===== src/rtl/mc_ctrl_pkg.sv =====
// rtl/mc_ctrl_pkg.sv - shared encodings for the multicycle ARM control unit
package mc_ctrl_pkg;

    typedef enum logic [3:0] {
        S_FETCH, S_DECODE, S_MEMADR, S_MEMREAD, S_MEMWB,
        S_MEMWRITE, S_EXECUTER, S_EXECUTEI, S_ALUWB, S_BRANCH
    } state_e;

    localparam logic [2:0] ALU_ADD = 3'b000;
    localparam logic [2:0] ALU_SUB = 3'b001;
    localparam logic [2:0] ALU_AND = 3'b010;
    localparam logic [2:0] ALU_ORR = 3'b011;
    localparam logic [2:0] ALU_ADC = 3'b100;

    localparam logic [1:0] RES_ALUOUT    = 2'b00;
    localparam logic [1:0] RES_DATA      = 2'b01;
    localparam logic [1:0] RES_ALURESULT = 2'b10;

    localparam logic [1:0] SRCB_RD2  = 2'b00;
    localparam logic [1:0] SRCB_IMM  = 2'b01;
    localparam logic [1:0] SRCB_FOUR = 2'b10;

    localparam logic [1:0] IMM_DP  = 2'b00;
    localparam logic [1:0] IMM_MEM = 2'b01;
    localparam logic [1:0] IMM_BR  = 2'b10;

    typedef enum logic [3:0] {
        C_EQ, C_NE, C_CS, C_CC, C_MI, C_PL, C_VS, C_VC,
        C_HI, C_LS, C_GE, C_LT, C_GT, C_LE, C_AL, C_NV
    } cond_e;

endpackage


===== src/rtl/mc_controller_cond_unit.sv =====
// rtl/mc_controller_cond_unit.sv - NZCV flags, condition evaluation and write gating
module cond_unit
    import mc_ctrl_pkg::*;
#(
    parameter logic [3:0] RESET_FLAGS = 4'b0000
) (
    input  logic       clk,
    input  logic       reset_n,
    input  logic [3:0] cond,
    input  logic [3:0] alu_flags,
    input  logic [1:0] flag_w,
    input  logic       latch_cond,
    input  logic       reg_w,
    input  logic       mem_w,
    input  logic       no_write,
    input  logic       pcs,
    input  logic       next_pc,
    output logic       reg_write,
    output logic       mem_write,
    output logic       pc_write,
    output logic       carry_in
);

    logic [3:0] flags;
    logic       cond_ex;
    logic       cond_ex_r;
    logic       n, z, c, v;

    assign {n, z, c, v} = flags;

    always_comb begin
        cond_ex = 1'b0;
        case (cond)
            C_EQ: cond_ex = z;
            C_NE: cond_ex = ~z;
            C_CS: cond_ex = c;
            C_CC: cond_ex = ~c;
            C_MI: cond_ex = n;
            C_PL: cond_ex = ~n;
            C_VS: cond_ex = v;
            C_VC: cond_ex = ~v;
            C_HI: cond_ex = c & ~z;
            C_LS: cond_ex = ~c | z;
            C_GE: cond_ex = (n == v);
            C_LT: cond_ex = (n != v);
            C_GT: cond_ex = ~z & (n == v);
            C_LE: cond_ex = z | (n != v);
            C_AL: cond_ex = 1'b1;
            default: cond_ex = 1'b0;
        endcase
    end

    // The condition is sampled once in DECODE so later flag updates cannot retarget it
    always_ff @(posedge clk or negedge reset_n) begin
        if (!reset_n) begin
            flags     <= RESET_FLAGS;
            cond_ex_r <= 1'b0;
        end else begin
            if (latch_cond)
                cond_ex_r <= cond_ex;
            if (flag_w[1] & cond_ex_r)
                flags[3:2] <= alu_flags[3:2];
            if (flag_w[0] & cond_ex_r)
                flags[1:0] <= alu_flags[1:0];
        end
    end

    assign reg_write = reg_w & cond_ex_r & ~no_write;
    assign mem_write = mem_w & cond_ex_r;
    assign pc_write  = next_pc | (pcs & cond_ex_r);
    assign carry_in  = c;

endmodule


===== src/rtl/mc_controller.sv =====
// rtl/mc_controller.sv - multicycle ARM control FSM driving the shared datapath
module mc_controller
    import mc_ctrl_pkg::*;
#(
    parameter logic [3:0] RESET_FLAGS = 4'b0000
) (
    input  logic        clk,
    input  logic        reset_n,
    input  logic [31:0] Instr,
    input  logic [3:0]  ALUFlags,
    input  logic        mem_ready,
    output logic        PCWrite,
    output logic        AdrSrc,
    output logic        MemWrite,
    output logic        IRWrite,
    output logic        RegWrite,
    output logic [1:0]  ResultSrc,
    output logic        ALUSrcA,
    output logic [1:0]  ALUSrcB,
    output logic [1:0]  ImmSrc,
    output logic [1:0]  RegSrc,
    output logic [2:0]  ALUControl,
    output logic        Shift,
    output logic        CarryIn
);

    state_e     state, state_next;
    logic [1:0] op;
    logic [5:0] funct;
    logic [3:0] rd;
    logic       unused_instr;

    logic       next_pc, ir_write, reg_w, mem_w, branch, no_write, latch_cond;
    logic       adr_src, alu_src_a, shift;
    logic [1:0] result_src, alu_src_b, imm_src, flag_w;
    logic [2:0] alu_ctrl;
    logic       dp_shift, dp_no_write, dp_known;
    logic [2:0] dp_ctrl;
    logic       reg_write, mem_write, pc_write, carry_in;

    assign op           = Instr[27:26];
    assign funct        = Instr[25:20];
    assign rd           = Instr[15:12];
    assign unused_instr = ^{Instr[19:16], Instr[11:0]};

    always_comb begin
        dp_ctrl     = ALU_ADD;
        dp_shift    = 1'b0;
        dp_no_write = 1'b0;
        dp_known    = 1'b1;
        case (funct[4:1])
            4'b0100: dp_ctrl = ALU_ADD;
            4'b0010: dp_ctrl = ALU_SUB;
            4'b0000: dp_ctrl = ALU_AND;
            4'b1100: dp_ctrl = ALU_ORR;
            4'b1000: begin dp_ctrl = ALU_AND; dp_no_write = 1'b1; end
            4'b1011: dp_no_write = 1'b1;
            4'b1101: dp_shift = 1'b1;
            4'b0101: dp_ctrl = ALU_ADC;
            default: begin dp_known = 1'b0; dp_no_write = 1'b1; end
        endcase
    end

    always_ff @(posedge clk or negedge reset_n) begin
        if (!reset_n)
            state <= S_FETCH;
        else
            state <= state_next;
    end

    always_comb begin
        state_next = state;
        next_pc    = 1'b0;
        ir_write   = 1'b0;
        reg_w      = 1'b0;
        mem_w      = 1'b0;
        branch     = 1'b0;
        no_write   = 1'b0;
        latch_cond = 1'b0;
        adr_src    = 1'b0;
        alu_src_a  = 1'b0;
        alu_src_b  = SRCB_RD2;
        result_src = RES_ALUOUT;
        imm_src    = IMM_DP;
        alu_ctrl   = ALU_ADD;
        shift      = 1'b0;
        flag_w     = 2'b00;
        case (state)
            S_FETCH: begin
                alu_src_a  = 1'b1;
                alu_src_b  = SRCB_FOUR;
                result_src = RES_ALURESULT;
                if (mem_ready) begin
                    ir_write   = 1'b1;
                    next_pc    = 1'b1;
                    state_next = S_DECODE;
                end
            end
            S_DECODE: begin
                alu_src_a  = 1'b1;
                alu_src_b  = SRCB_FOUR;
                result_src = RES_ALURESULT;
                latch_cond = 1'b1;
                case (op)
                    2'b01:   state_next = S_MEMADR;
                    2'b00:   state_next = funct[5] ? S_EXECUTEI : S_EXECUTER;
                    2'b10:   state_next = S_BRANCH;
                    default: state_next = S_FETCH;
                endcase
            end
            S_MEMADR: begin
                alu_src_b  = SRCB_IMM;
                imm_src    = IMM_MEM;
                state_next = funct[0] ? S_MEMREAD : S_MEMWRITE;
            end
            S_MEMREAD: begin
                adr_src = 1'b1;
                if (mem_ready)
                    state_next = S_MEMWB;
            end
            S_MEMWB: begin
                result_src = RES_DATA;
                reg_w      = 1'b1;
                state_next = S_FETCH;
            end
            S_MEMWRITE: begin
                adr_src = 1'b1;
                mem_w   = 1'b1;
                if (mem_ready)
                    state_next = S_FETCH;
            end
            S_EXECUTER, S_EXECUTEI: begin
                alu_src_b  = (state == S_EXECUTEI) ? SRCB_IMM : SRCB_RD2;
                alu_ctrl   = dp_ctrl;
                shift      = dp_shift;
                // CV only makes sense for the arithmetic ops; unknown codes leave flags alone
                flag_w     = dp_known ? {funct[0], funct[0] & (dp_ctrl == ALU_ADD ||
                             dp_ctrl == ALU_SUB || dp_ctrl == ALU_ADC)} : 2'b00;
                state_next = S_ALUWB;
            end
            S_ALUWB: begin
                result_src = RES_ALUOUT;
                reg_w      = 1'b1;
                no_write   = dp_no_write;
                state_next = S_FETCH;
            end
            S_BRANCH: begin
                alu_src_b  = SRCB_IMM;
                imm_src    = IMM_BR;
                result_src = RES_ALURESULT;
                branch     = 1'b1;
                state_next = S_FETCH;
            end
            default: state_next = S_FETCH;
        endcase
    end

    cond_unit #(.RESET_FLAGS(RESET_FLAGS)) u_cond (
        .clk        (clk),
        .reset_n    (reset_n),
        .cond       (Instr[31:28]),
        .alu_flags  (ALUFlags),
        .flag_w     (flag_w),
        .latch_cond (latch_cond),
        .reg_w      (reg_w),
        .mem_w      (mem_w),
        .no_write   (no_write),
        .pcs        (branch | (reg_w & (rd == 4'hF))),
        .next_pc    (next_pc),
        .reg_write  (reg_write),
        .mem_write  (mem_write),
        .pc_write   (pc_write),
        .carry_in   (carry_in)
    );

    // Every output is forced low while reset is held, independent of the clock
    assign {PCWrite, AdrSrc, MemWrite, IRWrite, RegWrite, ResultSrc, ALUSrcA, ALUSrcB,
            ImmSrc, RegSrc, ALUControl, Shift, CarryIn} = reset_n ?
           {pc_write, adr_src, mem_write, ir_write, reg_write, result_src, alu_src_a, alu_src_b,
            imm_src, {(op == 2'b01) & ~funct[0], op == 2'b10}, alu_ctrl, shift, carry_in} : '0;

endmodule


===== config.mk =====
export PLATFORM = sky130hd
export DESIGN_NAME = mc_controller
export DESIGN_NICKNAME = d
export VERILOG_FILES = /design/src/rtl/mc_ctrl_pkg.sv /design/src/rtl/mc_controller_cond_unit.sv /design/src/rtl/mc_controller.sv
export SDC_FILE = /design/constraint.sdc
export NUM_CORES = 1
export LEC_CHECK = 0
export ABC_CLOCK_PERIOD_IN_PS = 2100
export CORE_AREA = 2 2 53 55
export CTS_BUF_LIST = sky130_fd_sc_hd__clkbuf_2
export CTS_CLUSTER_SIZE = 30
export DETAILED_ROUTE_END_ITERATION = 12
export DIE_AREA = 0 0 55 57
export PLACE_DENSITY = 0.8
export SYNTH_ARGS = -nofsm -noshare
export SYNTH_HDL_FRONTEND = slang
export SYNTH_SLANG_ARGS = --single-unit

===== constraint.sdc =====
create_clock -name clk -period 2.1 [get_ports clk]
set_input_delay 0.525 -clock clk [delete_from_list [all_inputs] [get_ports clk]]
set_output_delay 0.525 -clock clk [all_outputs]
set_load 0.01 [all_outputs]

==> results of run 1 <==
-- cells in the mapped netlist --
master                      instances  area [sq um]
sky130_fd_sc_hd__nor2_1            11          41.3
sky130_fd_sc_hd__nor4bb_1           1          10.0
sky130_fd_sc_hd__buf_2              2          10.0
sky130_fd_sc_hd__nor3_1            12          60.1
sky130_fd_sc_hd__o21a_1             2          15.0
sky130_fd_sc_hd__inv_2              1          3.75
sky130_fd_sc_hd__nand2_1            9          33.8
sky130_fd_sc_hd__a21boi_0           1          7.51
sky130_fd_sc_hd__dfrtp_1            9           225
sky130_fd_sc_hd__nand2b_1           3          18.8
sky130_fd_sc_hd__nor3b_1            3          22.5
sky130_fd_sc_hd__nand3_1            3          15.0
sky130_fd_sc_hd__and3b_1            1          8.76
sky130_fd_sc_hd__mux2i_1            2          20.0
sky130_fd_sc_hd__and3_1             4          25.0
sky130_fd_sc_hd__a21oi_1            7          35.0
sky130_fd_sc_hd__buf_6              1          11.3
sky130_fd_sc_hd__a2111oi_0          2          17.5
sky130_fd_sc_hd__buf_1              1          3.75
sky130_fd_sc_hd__or2_1              1          6.26
sky130_fd_sc_hd__a31oi_1            1          6.26
sky130_fd_sc_hd__nor4b_1            1          8.76
sky130_fd_sc_hd__o32ai_1            1          8.76
sky130_fd_sc_hd__xor2_1             2          17.5
sky130_fd_sc_hd__a41o_1             1          10.0
sky130_fd_sc_hd__and2_1             2          12.5
sky130_fd_sc_hd__nor2b_1            8          50.1
sky130_fd_sc_hd__mux2_1             2          22.5
sky130_fd_sc_hd__o21ai_0           11          55.1
sky130_fd_sc_hd__a211oi_1           1          7.51
sky130_fd_sc_hd__nor2b_4            1          13.8
sky130_fd_sc_hd__mux2_2             2          22.5
sky130_fd_sc_hd__or2_2              1          6.26
sky130_fd_sc_hd__o31ai_2            1          12.5
sky130_fd_sc_hd__o22ai_1            1          6.26
sky130_fd_sc_hd__nand3b_1           2          15.0
sky130_fd_sc_hd__buf_4              1          7.51
sky130_fd_sc_hd__clkbuf_1           4          15.0
sky130_fd_sc_hd__and4_1             1          8.76
sky130_fd_sc_hd__and2b_2            1          8.76
sky130_fd_sc_hd__xnor2_1            3          26.3
sky130_fd_sc_hd__a211o_1            1          8.76
-- power groups by stage --
stage,sequential (mW),clock [mW],combinational (mW)
after global routing,0.372,0.126,1.24
after CTS,0.350,0.116,0.952
after global placement,0.346,0,0.906
after detailed placement,0.347,0,0.948
after floorplan,0.316,0,0.544
final,0.361,0.114,1.15
-- cell type report --
cell class / count / area [sq um]
fill: 216 / 902
multi-input combinational: 106 / 795
timing repair buffer: 75 / 629
sequential: 9 / 226
tap: 31 / 38.8
clock buffer: 4 / 20.0
inverter: 1 / 3.75
-- worst max path at each step --
stage | slack (ps) | endpoint | cells past startpoint
3_5_place_dp | -760 | RegWrite | 5
2_1_floorplan | 40 | RegWrite | 3
3_3_place_gp | -740 | RegWrite | 5
4_1_cts | -50 | ResultSrc[1] | 6
6_report | -60 | RegWrite | 5
5_1_grt | -130 | RegWrite | 5
-- worst register-to-register path, cell delays in order, from the launching register on --
cell and delay [ps]:
sky130_fd_sc_hd__dfrtp_2 500, sky130_fd_sc_hd__nand2b_1 210, sky130_fd_sc_hd__buf_4 150, sky130_fd_sc_hd__nor3_2 180, sky130_fd_sc_hd__o21ai_0 140, sky130_fd_sc_hd__a2111oi_1 420, sky130_fd_sc_hd__a21oi_1 120
-- flip-flops by register name, summed over array words and instances (netlist names) --
name / cells
u_cond.flags: 4
state: 4
u_cond.cond_ex_r: 1
-- logic make-up after synthesis --
kind of cell / synth area share (%)
simple gates: 38.8
compound gates: 20.2
buf+inv: 5.45
flops: 23.9
mux: 6.91
xor+xnor: 4.66
-- repair_timing --
action / CTS / global route
endpoints found under the hold margin: 0 / 0
resized for setup: 68 / 35
endpoints found under the setup margin: 19 / 15
pin swaps: 5 / 3
setup buffers: 3 / 3
-- routing by layer --
metal / GRT usage, % / vias up / part of all wire [%]
li1: - / 588 / -
met4: 3.83 / 0 / 0.60
met3: 4.19 / 2 / 5.6
met1: 28.3 / 593 / 39
met2: 40.0 / 39 / 55
met5: 0 / - / 0
==> summary.txt, run 1 <==
Critical path
  – CP startpoint: state[3]$_DFFE_PN0P_
  – Crit-path most repeated cell: sky130_fd_sc_hd__buf_6
  – Worst path buffer plus inverter count: 3
  – Delay of the slowest cell on the worst path: 430 ps
  – Reg-to-reg slack, setup: around 240 ps
  – Critical Path End Type: primary output
  – Critical path arrival: between 1500 and 2000 ps
  – Worst setup path class: register to primary output
  – Cell type group with the largest total delay on the critical path: buffers and inverters
  – CP Launch Type: register
  – Depth of the worst register-to-register path: 6
  – Reg-to-reg critical path endpoint: u_cond.cond_ex_r$_DFFE_PN0P_
  – Highest fanout seen on the critical path: 3
  – Cell with the largest stage delay on the worst path: sky130_fd_sc_hd__dfrtp_1
  – R2r startpoint: state[1]$_DFFE_PN0P_
  – Crit path required time: 1570 ps
  – CP cell instances: buf_6 > buf_6 > nand2b_4 > a2111oi_4 > buf_2

Status
  – Result of the run: finished, violations left
  – Violated checks: setup timing

Final layout
  – Proportion of layout cells with a drive suffix above 1: 37.9%
  – Most frequent cells in the layout: 28 x sky130_fd_sc_hd__buf_4, 13 x sky130_fd_sc_hd__clkdlybuf4s50_1, 13 x sky130_fd_sc_hd__dlygate4sd2_1
  – Number of antenna diodes: 0
  – Final cell count without fillers: roughly 230
  – Final core area utilization: approximately two thirds
  – Final std cell area, no fill: 1710 sq um
  – Net count of the finished layout: 235
  – Area growth syn-to-layout: 82.0%
  – Most common cell after layout, fill and taps aside: sky130_fd_sc_hd__buf_4

Timing
  – Setup repair after global routing missed its margin: yes
  – Max Clock Freq: 463 MHz
  – Number of failing setup endpoints in the final timing report: 3
  – Worst Hold Slack: approximately 440 ps
  – Clock period minus final worst setup slack: about 2200 ps
  – Tcrit/Tclk final: 103%
  – Remaining max-slew budget at the tightest pin: a little under three quarters
  – Final number of hold-violating endpoints: 0
  – Final slew viol count: 0
  – Setup slack of the critical path after layout: -60.4 ps
  – Transition at the pin with the smallest max-transition slack: 422 ps
  – Layout Skew: ~15 ps
  – Final total negative setup slack: -119 ps

Floorplan
  – Total die area: roughly 3100 sq um
  – Die boundary width: approximately 55 microns
  – Core ar.: 2620 sq um
  – Vertical die dimension: 57 microns
  – Standard-cell rows: 19
  – IO Count: slightly below 60
  – Initial cell density of the core: around 36%

GRT
  – Initial antenna violation count: 0
  – Grt total ovfl: 0
  – Vias in the first global route: ~1.2k
  – Global-route usage over all layers: between 20% and 30%
  – Largest net degree at the start of global routing: 12
  – Global-route wire length before repair: roughly 5400 microns

Clock network
  – Clock slew seen by the registers of the worst setup and hold paths: 110 ps
  – Number of sinks driven by the clock tree: 9
  – Number of buffers inserted for hold repair after clock tree synthesis: 0
  – Maximum buffer depth of the clock tree: 2
  – Clock tree from TritonCTS: built
  – Buffer cell driving the clock tree root: sky130_fd_sc_hd__clkbuf_2
  – Worst-skew pair later-pin latency: ~250 ps
  – CTS H-tree depth: 1
  – Inserted Clock Buffers: 3

Logic synthesis
  – Synthesized flop and latch total: 9
  – Mapped Area: ~940 sq um
  – Syn nets: 164
  – Sequential area share after synthesis: around a quarter
  – Syn_area_per_cell: 7.53 sq um
  – Synthesized netlist cell count: approximately 130
  – Number of distinct library cells after synthesis: 42
  – Warnings, synthesis: 0

Placed design
  – Input/output buffers: 41
  – Placement Cell Area: ~1600 sq um
  – Half-perimeter wire length after detailed placement: 2440 microns
  – Routability Congestion: roughly 0.8
  – Setup Slack @ Placement: -762 ps
  – Instance count after placement with tap cells included: 216

Pwr
  – Static leakage power: 0.782 nW
  – Power density relative to cell area: between 900 and 1000 nW/um^2
  – Clock network power share: 7.0%
  – Switching pwr: 0.735 mW
  – Internal Pwr Total: approximately 0.89 mW
  – Pwr Total: around 1.6 mW
  – VDD IR max: slightly above 0.6 mV
  – Sequential Power Share: roughly 22%
  – Switching Share: between 40% and 50%
  – Comb power frac: 70.7%

Detailed routing
  – WL per Instance: 15.5 microns
  – Vias per cell: roughly 5.4
  – Final wirelength: about 3500 microns
  – Via count: approximately 1.2k
  – DRT iter0 DRCs: 36
  – Remaining antenna violation count after routing: 0
  – Drt drc: 0
  – Number of optimization iterations in the first detailed-route pass: 6

Hold path
  – Class of the worst hold path: primary input to async pin

Job
  – Count of maximum capacitance violations: 0
Note: power is estimated with default switching activity, not from simulation.
==> inputs of run 2 (changes only) <==
--- a/config.mk
+++ b/config.mk
@@ -12,6 +12,7 @@
 export DETAILED_ROUTE_END_ITERATION = 12
 export DIE_AREA = 0 0 55 57
 export PLACE_DENSITY = 0.8
+export RECOVER_POWER = 50
 export SYNTH_ARGS = -nofsm -noshare
 export SYNTH_HDL_FRONTEND = slang
 export SYNTH_SLANG_ARGS = --single-unit
==> results of run 2 <==
Final layout, timing and power as in run 1 (identical DEF).
